--- config.mk ---
export PLATFORM = sky130hd
export DESIGN_NAME = audio_dac_serializer_flat
export DESIGN_NICKNAME = d
export VERILOG_FILES = /design/src/rtl/audio_pkg.sv /design/src/rtl/audio_dac_serializer_if.sv /design/src/rtl/audio_frame_fifo.sv /design/src/rtl/audio_dac_serializer.sv /design/src/flat_wrapper.sv
export SDC_FILE = /design/constraint.sdc
export NUM_CORES = 1
export LEC_CHECK = 0
export ABC_AREA = 1
export ABC_CLOCK_PERIOD_IN_PS = 8100
export CAP_MARGIN = 20
export CORE_AREA = 2 2 140 210
export DETAILED_ROUTE_END_ITERATION = 6
export DIE_AREA = 0 0 142 212
export GPL_ROUTABILITY_DRIVEN = 0
export GPL_TIMING_DRIVEN = 0
export HOLD_SLACK_MARGIN = 0.08
export SLEW_MARGIN = 30
export SYNTH_ARGS = -nofsm -noshare
export SYNTH_HDL_FRONTEND = slang
export SYNTH_SLANG_ARGS = --single-unit
--- constraint.sdc ---
create_clock -name clk -period 8.1 [get_ports clk]
set_input_delay 1.62 -clock clk [delete_from_list [all_inputs] [get_ports clk]]
set_output_delay 1.62 -clock clk [all_outputs]
set_load 0.005 [all_outputs]
--- src/rtl/audio_pkg.sv ---
// Shared types and constants for the I2S DAC serializer path.
package audio_pkg;

  typedef enum logic [1:0] {
    IDLE,
    DELAY,
    SHIFT,
    PAD
  } fsm_state_e;

  localparam logic LR_LEFT     = 1'b0;
  localparam int   SYNC_STAGES = 2;

endpackage

--- src/rtl/audio_dac_serializer_if.sv ---
// Stereo frame valid/ready source bundle.
interface audio_dac_serializer_if #(
  parameter int DATA_WIDTH = 16
);

  logic [DATA_WIDTH-1:0] s_left;
  logic [DATA_WIDTH-1:0] s_right;
  logic                  s_valid;
  logic                  s_ready;

  modport master (
    output s_left,
    output s_right,
    output s_valid,
    input  s_ready
  );

  modport slave (
    input  s_left,
    input  s_right,
    input  s_valid,
    output s_ready
  );

endinterface

--- src/rtl/audio_frame_fifo.sv ---
// Synchronous show-ahead FIFO of {left,right} frames with level, full and empty.
module audio_frame_fifo #(
  parameter int WIDTH = 32,
  parameter int DEPTH = 4
) (
  input  logic                     clk,
  input  logic                     reset_n,
  input  logic                     push,
  input  logic [WIDTH-1:0]         wdata,
  input  logic                     pop,
  output logic [WIDTH-1:0]         rdata,
  output logic                     full,
  output logic                     empty,
  output logic [$clog2(DEPTH):0]   level
);

  localparam int AW = $clog2(DEPTH);

  logic [WIDTH-1:0] r_mem [DEPTH];
  logic [AW-1:0]    r_wr_ptr;
  logic [AW-1:0]    r_rd_ptr;
  logic [AW:0]      r_level;
  logic             w_push;
  logic             w_pop;

  // Full/empty come from registered level, so a pop never frees space for a same-cycle push.
  assign full   = (r_level == (AW+1)'(DEPTH));
  assign empty  = (r_level == '0);
  assign w_push = push & ~full;
  assign w_pop  = pop & ~empty;
  assign rdata  = r_mem[r_rd_ptr];
  assign level  = r_level;

  always_ff @(posedge clk) begin
    if (!reset_n) begin
      r_wr_ptr <= '0;
      r_rd_ptr <= '0;
      r_level  <= '0;
      for (int unsigned i = 0; i < DEPTH; i++) begin
        r_mem[i] <= '0;
      end
    end else begin
      if (w_push) begin
        r_mem[r_wr_ptr] <= wdata;
        r_wr_ptr        <= r_wr_ptr + AW'(1);
      end
      if (w_pop) begin
        r_rd_ptr <= r_rd_ptr + AW'(1);
      end
      r_level <= r_level + (AW+1)'(w_push) - (AW+1)'(w_pop);
    end
  end

endmodule

--- src/rtl/audio_dac_serializer.sv ---
// I2S transmitter, bit-clock slave: buffers stereo frames and shifts them MSB-first onto AUD_DACDAT.
module audio_dac_serializer
  import audio_pkg::*;
#(
  parameter int DATA_WIDTH = 16,
  parameter int FIFO_DEPTH = 4
) (
  input  logic                          clk,
  input  logic                          reset_n,
  audio_dac_serializer_if.slave         src,
  input  logic                          aud_bclk,
  input  logic                          aud_daclrck,
  output logic                          aud_dacdat,
  output logic                          underflow,
  output logic [$clog2(FIFO_DEPTH):0]   fifo_level
);

  localparam int CNT_W = $clog2(DATA_WIDTH) + 1;

  logic [SYNC_STAGES-1:0]  r_bclk_sync;
  logic [SYNC_STAGES-1:0]  r_lr_sync;
  logic                    r_bclk_prev;
  logic                    r_lr_smp;

  fsm_state_e              r_state;
  logic                    r_chan;
  logic [DATA_WIDTH-1:0]   r_sh_l;
  logic [DATA_WIDTH-1:0]   r_sh_r;
  logic [DATA_WIDTH-1:0]   r_shift;
  logic [CNT_W-1:0]        r_cnt;
  logic                    r_dacdat;

  logic                    w_bclk;
  logic                    w_lr;
  logic                    w_bclk_fall;
  logic                    w_lr_edge;
  logic                    w_enter_left;
  logic                    w_enter_right;
  logic [DATA_WIDTH-1:0]   w_word;
  logic [2*DATA_WIDTH-1:0] w_head;
  logic                    w_full;
  logic                    w_empty;

  audio_frame_fifo #(
    .WIDTH (2*DATA_WIDTH),
    .DEPTH (FIFO_DEPTH)
  ) u_fifo (
    .clk     (clk),
    .reset_n (reset_n),
    .push    (src.s_valid),
    .wdata   ({src.s_left, src.s_right}),
    .pop     (w_enter_left),
    .rdata   (w_head),
    .full    (w_full),
    .empty   (w_empty),
    .level   (fifo_level)
  );

  assign src.s_ready = ~w_full;

  assign w_bclk        = r_bclk_sync[SYNC_STAGES-1];
  assign w_lr          = r_lr_sync[SYNC_STAGES-1];
  assign w_bclk_fall   = r_bclk_prev & ~w_bclk;
  assign w_lr_edge     = w_bclk_fall & (w_lr != r_lr_smp);
  // A right-channel edge only matters once a left edge has started framing.
  assign w_enter_left  = w_lr_edge & (w_lr == LR_LEFT);
  assign w_enter_right = w_lr_edge & (w_lr != LR_LEFT) & (r_state != IDLE);
  assign w_word        = (r_chan == LR_LEFT) ? r_sh_l : r_sh_r;
  assign underflow     = w_enter_left & w_empty;
  assign aud_dacdat    = r_dacdat;

  always_ff @(posedge clk) begin
    if (!reset_n) begin
      r_bclk_sync <= '0;
      r_lr_sync   <= '0;
      r_bclk_prev <= 1'b0;
      r_lr_smp    <= LR_LEFT;
    end else begin
      r_bclk_sync <= {r_bclk_sync[SYNC_STAGES-2:0], aud_bclk};
      r_lr_sync   <= {r_lr_sync[SYNC_STAGES-2:0], aud_daclrck};
      r_bclk_prev <= w_bclk;
      if (w_bclk_fall) begin
        r_lr_smp <= w_lr;
      end
    end
  end

  always_ff @(posedge clk) begin
    if (!reset_n) begin
      r_state  <= IDLE;
      r_chan   <= LR_LEFT;
      r_sh_l   <= '0;
      r_sh_r   <= '0;
      r_shift  <= '0;
      r_cnt    <= '0;
      r_dacdat <= 1'b0;
    end else if (w_bclk_fall) begin
      // An LR edge wins in every state, which also truncates a word cut short by a short half-frame.
      if (w_enter_left || w_enter_right) begin
        r_state  <= DELAY;
        r_chan   <= w_lr;
        r_dacdat <= 1'b0;
        if (w_enter_left) begin
          {r_sh_l, r_sh_r} <= w_empty ? '0 : w_head;
        end
      end else begin
        unique case (r_state)
          DELAY: begin
            r_dacdat <= w_word[DATA_WIDTH-1];
            r_shift  <= {w_word[DATA_WIDTH-2:0], 1'b0};
            r_cnt    <= CNT_W'(1);
            r_state  <= SHIFT;
          end
          SHIFT: begin
            if (r_cnt == CNT_W'(DATA_WIDTH)) begin
              r_dacdat <= 1'b0;
              r_state  <= PAD;
            end else begin
              r_dacdat <= r_shift[DATA_WIDTH-1];
              r_shift  <= {r_shift[DATA_WIDTH-2:0], 1'b0};
              r_cnt    <= r_cnt + CNT_W'(1);
            end
          end
          default: begin
            r_dacdat <= 1'b0;
          end
        endcase
      end
    end
  end

endmodule

--- src/flat_wrapper.sv ---
// flat-port wrapper written by rule: the top's interface ports become plain ports
module audio_dac_serializer_flat import audio_pkg::*;
#(
  parameter int DATA_WIDTH = 16,
  parameter int FIFO_DEPTH = 4
)
  (clk, reset_n, aud_bclk, aud_daclrck, aud_dacdat, underflow, fifo_level, src_s_left, src_s_right, src_s_valid, src_s_ready);
  audio_dac_serializer_if #(.DATA_WIDTH(DATA_WIDTH)) src_i ();
  input  logic clk;
  input  logic reset_n;
  input  logic aud_bclk;
  input  logic aud_daclrck;
  output logic aud_dacdat;
  output logic underflow;
  output logic [$clog2(FIFO_DEPTH):0] fifo_level;
  input wire logic [$bits(src_i.s_left)-1:0] src_s_left;
  input wire logic [$bits(src_i.s_right)-1:0] src_s_right;
  input wire logic [$bits(src_i.s_valid)-1:0] src_s_valid;
  output wire logic [$bits(src_i.s_ready)-1:0] src_s_ready;
  assign src_i.s_left = src_s_left;
  assign src_i.s_right = src_s_right;
  assign src_i.s_valid = src_s_valid;
  assign src_s_ready = src_i.s_ready;
  audio_dac_serializer #(.DATA_WIDTH(DATA_WIDTH), .FIFO_DEPTH(FIFO_DEPTH)) u_core (.clk(clk), .reset_n(reset_n), .src(src_i), .aud_bclk(aud_bclk), .aud_daclrck(aud_daclrck), .aud_dacdat(aud_dacdat), .underflow(underflow), .fifo_level(fifo_level));
endmodule
==> impl_metrics.py, run 1 <==
metrics = {
    "logic_synthesis": {
        "synth_cell_types": 30,
        "synth_nets": 1026,
        "syn_inst": 982,
        "yosysWarnings": 0,
        "synth_area_sq_mm": 0.00895,
        "ys_seq_area_share_pct": 58.8,
        "ys_seq_elements": 199,
        "syn_area_per_cell_sq_um": 9.12,
    },
    "critical_path": {
        "reg2reg_depth": 8,
        "crit_family": "buffers and inverters",
        "critPathLaunch": "u_core.r_bclk_prev",
        "crit_type": "reg -> out",
        "arrival_ns": 2.25,
        "reg2reg_from": "u_core.u_fifo.level[1]",
        "cp.required_ns": 6.48,
        "start_kind": "register",
        "end_kind": "output port",
        "r2r-end": "u_core.u_fifo.r_mem[0][29]",
        "rrSetupSlack_ns": 5.77,
        "cp_num_buf_inv": 3,
        "endpoint": "underflow",
        "critical-path-max-stage-delay_ns": 0.55,
        "cp.depth": 6,
        "timing.critical_path.fanout_max": 10,
        "crit_path_top_delay_cell": "clkdlybuf4s50_1",
        "worstPathCellList": "inv_1, nor2_4, nand3_2, clkbuf_1, nor4_1, clkdlybuf4s50_1",
    },
    "die": {
        "ios": 43,
        "die_y_um": 212,
        "start_util_pct": 31.5,
        "fp.dieW_um": 142,
        "placeableCoreArea_sq_mm": 0.0284,
        "rows": 76,
        "die_area_sq_mm": 0.0301,
    },
    "detailed_routing": {
        "via_per_inst": 4.68,
        "wl_met2_um": 12200,
        "first_pass_iters": 5,
        "postRouteAntennaNets": 0,
        "wl_per_cell_um": 15.4,
        "vias": 6615,
        "wl_met3_um": 499,
        "drt_drc_violations_left": 0,
        "top_layer": "met4",
        "wirelength_met1_um": 8470,
        "wl_um": 21800,
        "drt-initial-drc-count": 366,
    },
    "timing": {
        "setup-tns-final_ns": 0,
        "post-route-period-util_pct": 47.7,
        "worst_slack_ns": 4.23,
        "drv_slew": 0,
        "tightest_slew_ns": 0.688,
        "period_minus_slack_ns": 3.87,
        "fin_skew_ns": 0.00751,
        "clock.fmax_mhz": 259,
        "finalHoldViolCount": 0,
        "max_slew_margin_pct": 54.0,
        "rsz0062_at_grt": "false",
        "setup-violations-final": 0,
    },
    "global_routing": {
        "grt_pass1_wl_um": 34700,
        "grt_max_degree": 19,
        "track_usage_pct": 15.2,
        "grt_pass1_vias": 6613,
        "overflow": 0,
        "antenna_found_initial": 0,
    },
    "finish": {
        "drive_gt1_share_pct": 12.4,
        "diodes": 0,
        "area_delta_synth_final_pct": 17.5,
        "finish.utilization_pct": 37.0,
        "fin_nets": 1094,
    },
    "placed_design": {
        "post-place-ws_ns": 4.09,
        "dp_hpwl_um": 16200,
        "port_buffers": 42,
    },
    "job": {
        "drv_cap": 0,
    },
    "power_and_ir_drop": {
        "power_leakage_nw": 3.96,
        "p_per_area_mw_per_mm2": 212,
        "vdd_drop_max_v": 0.000143,
    },
    "clock_tree": {
        "cts_tree": "yes",
        "cts_resized": 0,
        "clkTransAtPathRegs_ns": 0.07,
        "postCtsSetupRepairBufs": 0,
        "holdBufCountCts": 0,
        "htree_levels": 4,
        "cts_root_buf": "clkbuf_16",
        "clk_path_buf_depth": 2,
        "cts.sinks": 199,
        "clk_latency_ns": 0.44,
        "cts_made_buffers": 17,
    },
    "status": {
        "status": "finished, final reports clean",
    },
    "worst_hold_path": {
        "hold_path.class": "reg -> reg",
    },
}
[worst register-to-register path, cell delays in order (launching register included)]
cell	delay, ns
dfxtp_1	0.46
nor2_1	0.08
nand2_2	0.11
nand3_4	0.20
nor2_4	0.15
nand2_2	0.18
buf_6	0.22
nand2_2	0.39
buf_16	0.23
[Yosys cell counts (all sizes together)]
library cell  count  share of area [%]
xor2              3               0.29
nand4             2               0.14
o22ai             7               0.49
ha                6               0.84
nor3              3               0.17
a21oi            25                1.4
o21bai            2               0.17
buf              33                2.5
nand3            60                3.6
nor4              1              0.070
o31ai             1              0.084
nand2           194                8.2
inv             106                4.4
edfxtp          128                 43
nor2            224                 12
o211ai           10               0.84
clkbuf           20               0.84
dfxtp            71                 16
o21ai            85                4.8
fa                1               0.22
[placed cells by master (no fill, tap or decap), types with 4 or more instances in the layout]
cell type,instances
clkbuf_16,18
o21ai_1,6
nand2_1,190
buf_2,18
nand2_2,4
o211ai_1,10
dfxtp_1,71
nand3_1,57
nor2_2,19
nor2_4,26
ha_1,6
clkinv_4,5
buf_6,11
o21ai_0,77
inv_1,95
o22ai_1,7
clkdlybuf4s50_1,42
buf_4,5
edfxtp_1,128
nor2_1,179
clkbuf_1,24
inv_2,11
a21oi_1,25
[power breakdown]
| group | switching [mW] | internal (mW) | total, mW | leakage, nW |
|---|---|---|---|---|
| logic | 0.171 | 0.0885 | 0.259 | 1.78 |
| clock network | 0.374 | 0.412 | 0.786 | 0.268 |
| registers | 0.0247 | 1.16 | 1.18 | 1.91 |
[per-layer routing]
layer	GRT usage, %	up-vias
li1	-	3309
met1	16.0	3146
met2	29.6	118
met3	2.18	42
met4	6.45	0
met5	0	-
[sequential cells by signal (all words and copies together), names as in the netlist, named ones only]
name and cells:
u_core.aud_dacdat 1, u_core.r_bclk_prev 1, u_core.r_bclk_sync 2, u_core.r_chan 1, u_core.r_cnt 5, u_core.r_lr_smp 1
u_core.r_lr_sync 2, u_core.r_sh_l 16, u_core.r_sh_r 16, u_core.r_shift 15, u_core.r_state 2, u_core.u_fifo.level 3
u_core.u_fifo.r_mem 128, u_core.u_fifo.r_rd_ptr 2, u_core.u_fifo.r_wr_ptr 2
[worst min path at each step]
stage	end	startpoint	depth (start not counted)
after CTS	u_core.r_lr_sync[1]	u_core.r_lr_sync[0]	2
after floorplan	u_core.r_bclk_sync[1]	u_core.r_bclk_sync[0]	2
final	u_core.r_bclk_sync[1]	u_core.r_bclk_sync[0]	2
after detailed placement	u_core.r_lr_sync[1]	u_core.r_lr_sync[0]	2
after global routing	u_core.r_lr_sync[1]	u_core.r_lr_sync[0]	2
after global placement	u_core.r_lr_sync[1]	u_core.r_lr_sync[0]	2
[cell families (layout without fill, tap and decap cells)]
kind of cell | Yosys count | after routing | synth area share [%]
and+or+nand+nor | 484 | 484 | 24.3
AOI/OAI and AO/OA | 130 | 130 | 7.73
buffers and inverters | 159 | 240 | 7.80
DFF | 199 | 199 | 58.8
xor gates and xnor gates | 3 | 3 | 0.294
adders and majority gates | 7 | 7 | 1.06
[per-stage QoR]
step / hold slack, ns / instance area [sq um] / instances / power (mW)
global route: 0.451 / 10500 / 1414 / 2.31
CTS: 0.431 / 10500 / 1414 / 2.24
finish: 0.425 / 10500 / 1414 / 2.23
global placement: 0.413 / 9810 / 1375 / 1.45
detailed placement: 0.412 / 9980 / 1382 / 1.47
floorplan: 0.390 / 8950 / 982 / 1.35
[cell type report]
type	count	area (sq um)
Buffer	53	300
Sequential cell	199	5270
Tap cell	351	439
Timing Repair Buffer	49	552
Inverter	106	398
Clock buffer	22	465
Clock inverter	10	71.3
Multi-Input combinational cell	624	3030
Fill cell	2794	17900
No activity file was read; power rests on OpenSTA's default activity.
==> run 2: changes to the inputs <==
--- a/config.mk
+++ b/config.mk
@@ -6,7 +6,7 @@
 export NUM_CORES = 1
 export LEC_CHECK = 0
 export ABC_AREA = 1
-export ABC_CLOCK_PERIOD_IN_PS = 8100
+export ABC_CLOCK_PERIOD_IN_PS = 3900
 export CAP_MARGIN = 20
 export CORE_AREA = 2 2 140 210
 export DETAILED_ROUTE_END_ITERATION = 6
==> constraint.sdc (replaced) <==
create_clock -name clk -period 3.9 [get_ports clk]
set_input_delay 0.78 -clock clk [delete_from_list [all_inputs] [get_ports clk]]
set_output_delay 0.78 -clock clk [all_outputs]
set_load 0.005 [all_outputs]
==> results of run 2 <==
Same layout as run 1 (identical final DEF). Status: finished, final reports clean.
Main changes from that run: setup slack after placement 4.09 ns -> 0.726 ns; setup slack after layout 4.23 ns -> 0.874 ns; register-to-register setup slack 5.77 ns -> 1.57 ns; total power 2.23 mW -> 4.62 mW; worst IR drop on VDD 0.000143 V -> 0.000297 V
==> edit, RTL diff (flow settings as in run 2) <==
The package constant `SYNC_STAGES` goes from 2 to 4.
--- a/src/rtl/audio_pkg.sv
+++ b/src/rtl/audio_pkg.sv
@@ -9,7 +9,7 @@
   } fsm_state_e;
 
   localparam logic LR_LEFT     = 1'b0;
-  localparam int   SYNC_STAGES = 2;
+  localparam int   SYNC_STAGES = 4;
 
 endpackage
 
Check against the original RTL: no difference found for any inputs over 4 cycles, from zero or initial values and one cycle with reset_n low; that may be too few to reach the edited logic, so the function may still have changed.
==> edit against run 2 <==
- sequential cell count rose by 4
- hold slack got worse by 13 ps
- area after synthesis grew 0.91%
- critical path depth did not move
- design area increased by 1.5%
- total power up 5.2%
- routed wire length increased by 1.8%
- count of clock-buffer cells in the layout up 9
- clock power is 13% higher
- sequential share of layout area barely moved
- worst setup slack worse by 100 ps
- core utilization grew 0.57 points
- largest cell class unchanged
- highest routed layer unchanged
==> edit: results (changes against run 2) <==
| Metric | Value |
|---|---|
| Outcome | `complete, no violations (unchanged)` |
| H-Tree Depth | `1 (was 4)` |
| Maximum VDD drop | `0.267 mV (was 0.297 mV)` |
| GR Layer Usage met3 | `0.0142 (was 0.0218)` |
| Worst reg-to-reg path cell count | `9 (was 8)` |
| R2R Setup Slk | `1730 ps (was 1570 ps)` |
| Sequential share of power | `0.513 (was 0.530)` |
| Mapped Nets | `1,039 (was 1,026)` |
| Worst r2r dst | `u_core.u_fifo.level[2]$_SDFF_PN0_ (was u_core.u_fifo.r_mem[0][29]$_SDFFCE_PN0P_)` |
| Post-synth cell types | `31 (was 30)` |
| LEAKAGE | `4.07 nW (was 3.96 nW)` |
| WP data arrival | `2350 ps (was 2250 ps)` |
| Vias | `6,651 (was 6,615)` |
| Routed wire length on met3 | `622 um (was 499 um)` |
| Wire per inst | `15.5 um (was 15.4 um)` |
| Worst-margin pin slew | `693 ps (was 688 ps)` |
| DP Worst Slack | `967 ps (was 726 ps)` |
| Clk_lat worst skew | `490 ps (was 440 ps)` |
| WHS | `411 ps (was 425 ps)` |
| Vias per cell | `4.65 (was 4.68)` |
| Comb power | `0.000516 W (was 0.000538 W)` |
| Detailed placement HPWL | `16.6 mm (was 16.2 mm)` |
| DP Area | `10,100 um^2 (was 9980 um^2)` |
| Met1 Usage GRT | `0.158 (was 0.160)` |
| Largest net degree at the start of global routing | `25 (was 19)` |
| Nets | `1,110 (was 1,094)` |
| Worst Hold Launch | `u_core.r_bclk_sync[2]$_SDFF_PN0_ (was u_core.r_bclk_sync[0]$_SDFF_PN0_)` |
| Met1 wire length | `8.26 mm (was 8.47 mm)` |
| Placed Cells | `1,395 (was 1,382)` |
| Hold Path End | `u_core.r_bclk_sync[3]$_SDFF_PN0_ (was u_core.r_bclk_sync[1]$_SDFF_PN0_)` |
| GRT Resource Usage Total | `0.152 (about the same)` |
| Top cells by area, synth | `edfxtp_1, dfxtp_1, nand2_1 (unchanged)` |
| Avg Inst Size Synth | `9.08 um^2 (was 9.12 um^2)` |
| M2 GR Usage | `0.299 (was 0.296)` |
| Skew final | `14.4 ps (was 7.51 ps)` |
| Inserted Clock Buffers | `20 (was 17)` |
| Seq/Total Area, Yosys | `0.592 (was 0.588)` |
-- edit: cell count changes in the layout (fill, tap and decap cells not counted), sizes merged, moves of 3 or more --
| cell | run 2 | this run |
|---|---|---|
| dfxtp | 71 | 75 |
| o21ai | 85 | 81 |
| nand2 | 194 | 203 |
| nor2 | 224 | 221 |
| clkbuf | 42 | 51 |
| clkinv | 8 | 4 |
| buf | 40 | 43 |
-- edit: cells by family after synthesis --
kind of cell | after synthesis | synth area share
simple gates | 490 | 0.239
compound gates | 127 | 0.0751
xor+xnor | 4 | 0.00388
buf+inv | 164 | 0.0798
fa+ha+maj | 7 | 0.0105
flops | 203 | 0.592
-- edit: layout make-up --
class,instances,area [um^2],share of cell area
plain buffers,55,312,0.0292
clock buffers,31,568,0.0532
clock inverters,5,52.6,0.00492
inverters,109,409,0.0383
multi-input cells,628,3010,0.281
flip-flops and latches,203,5350,0.500
well taps,351,439,0.0411
repair buffers,49,549,0.0514
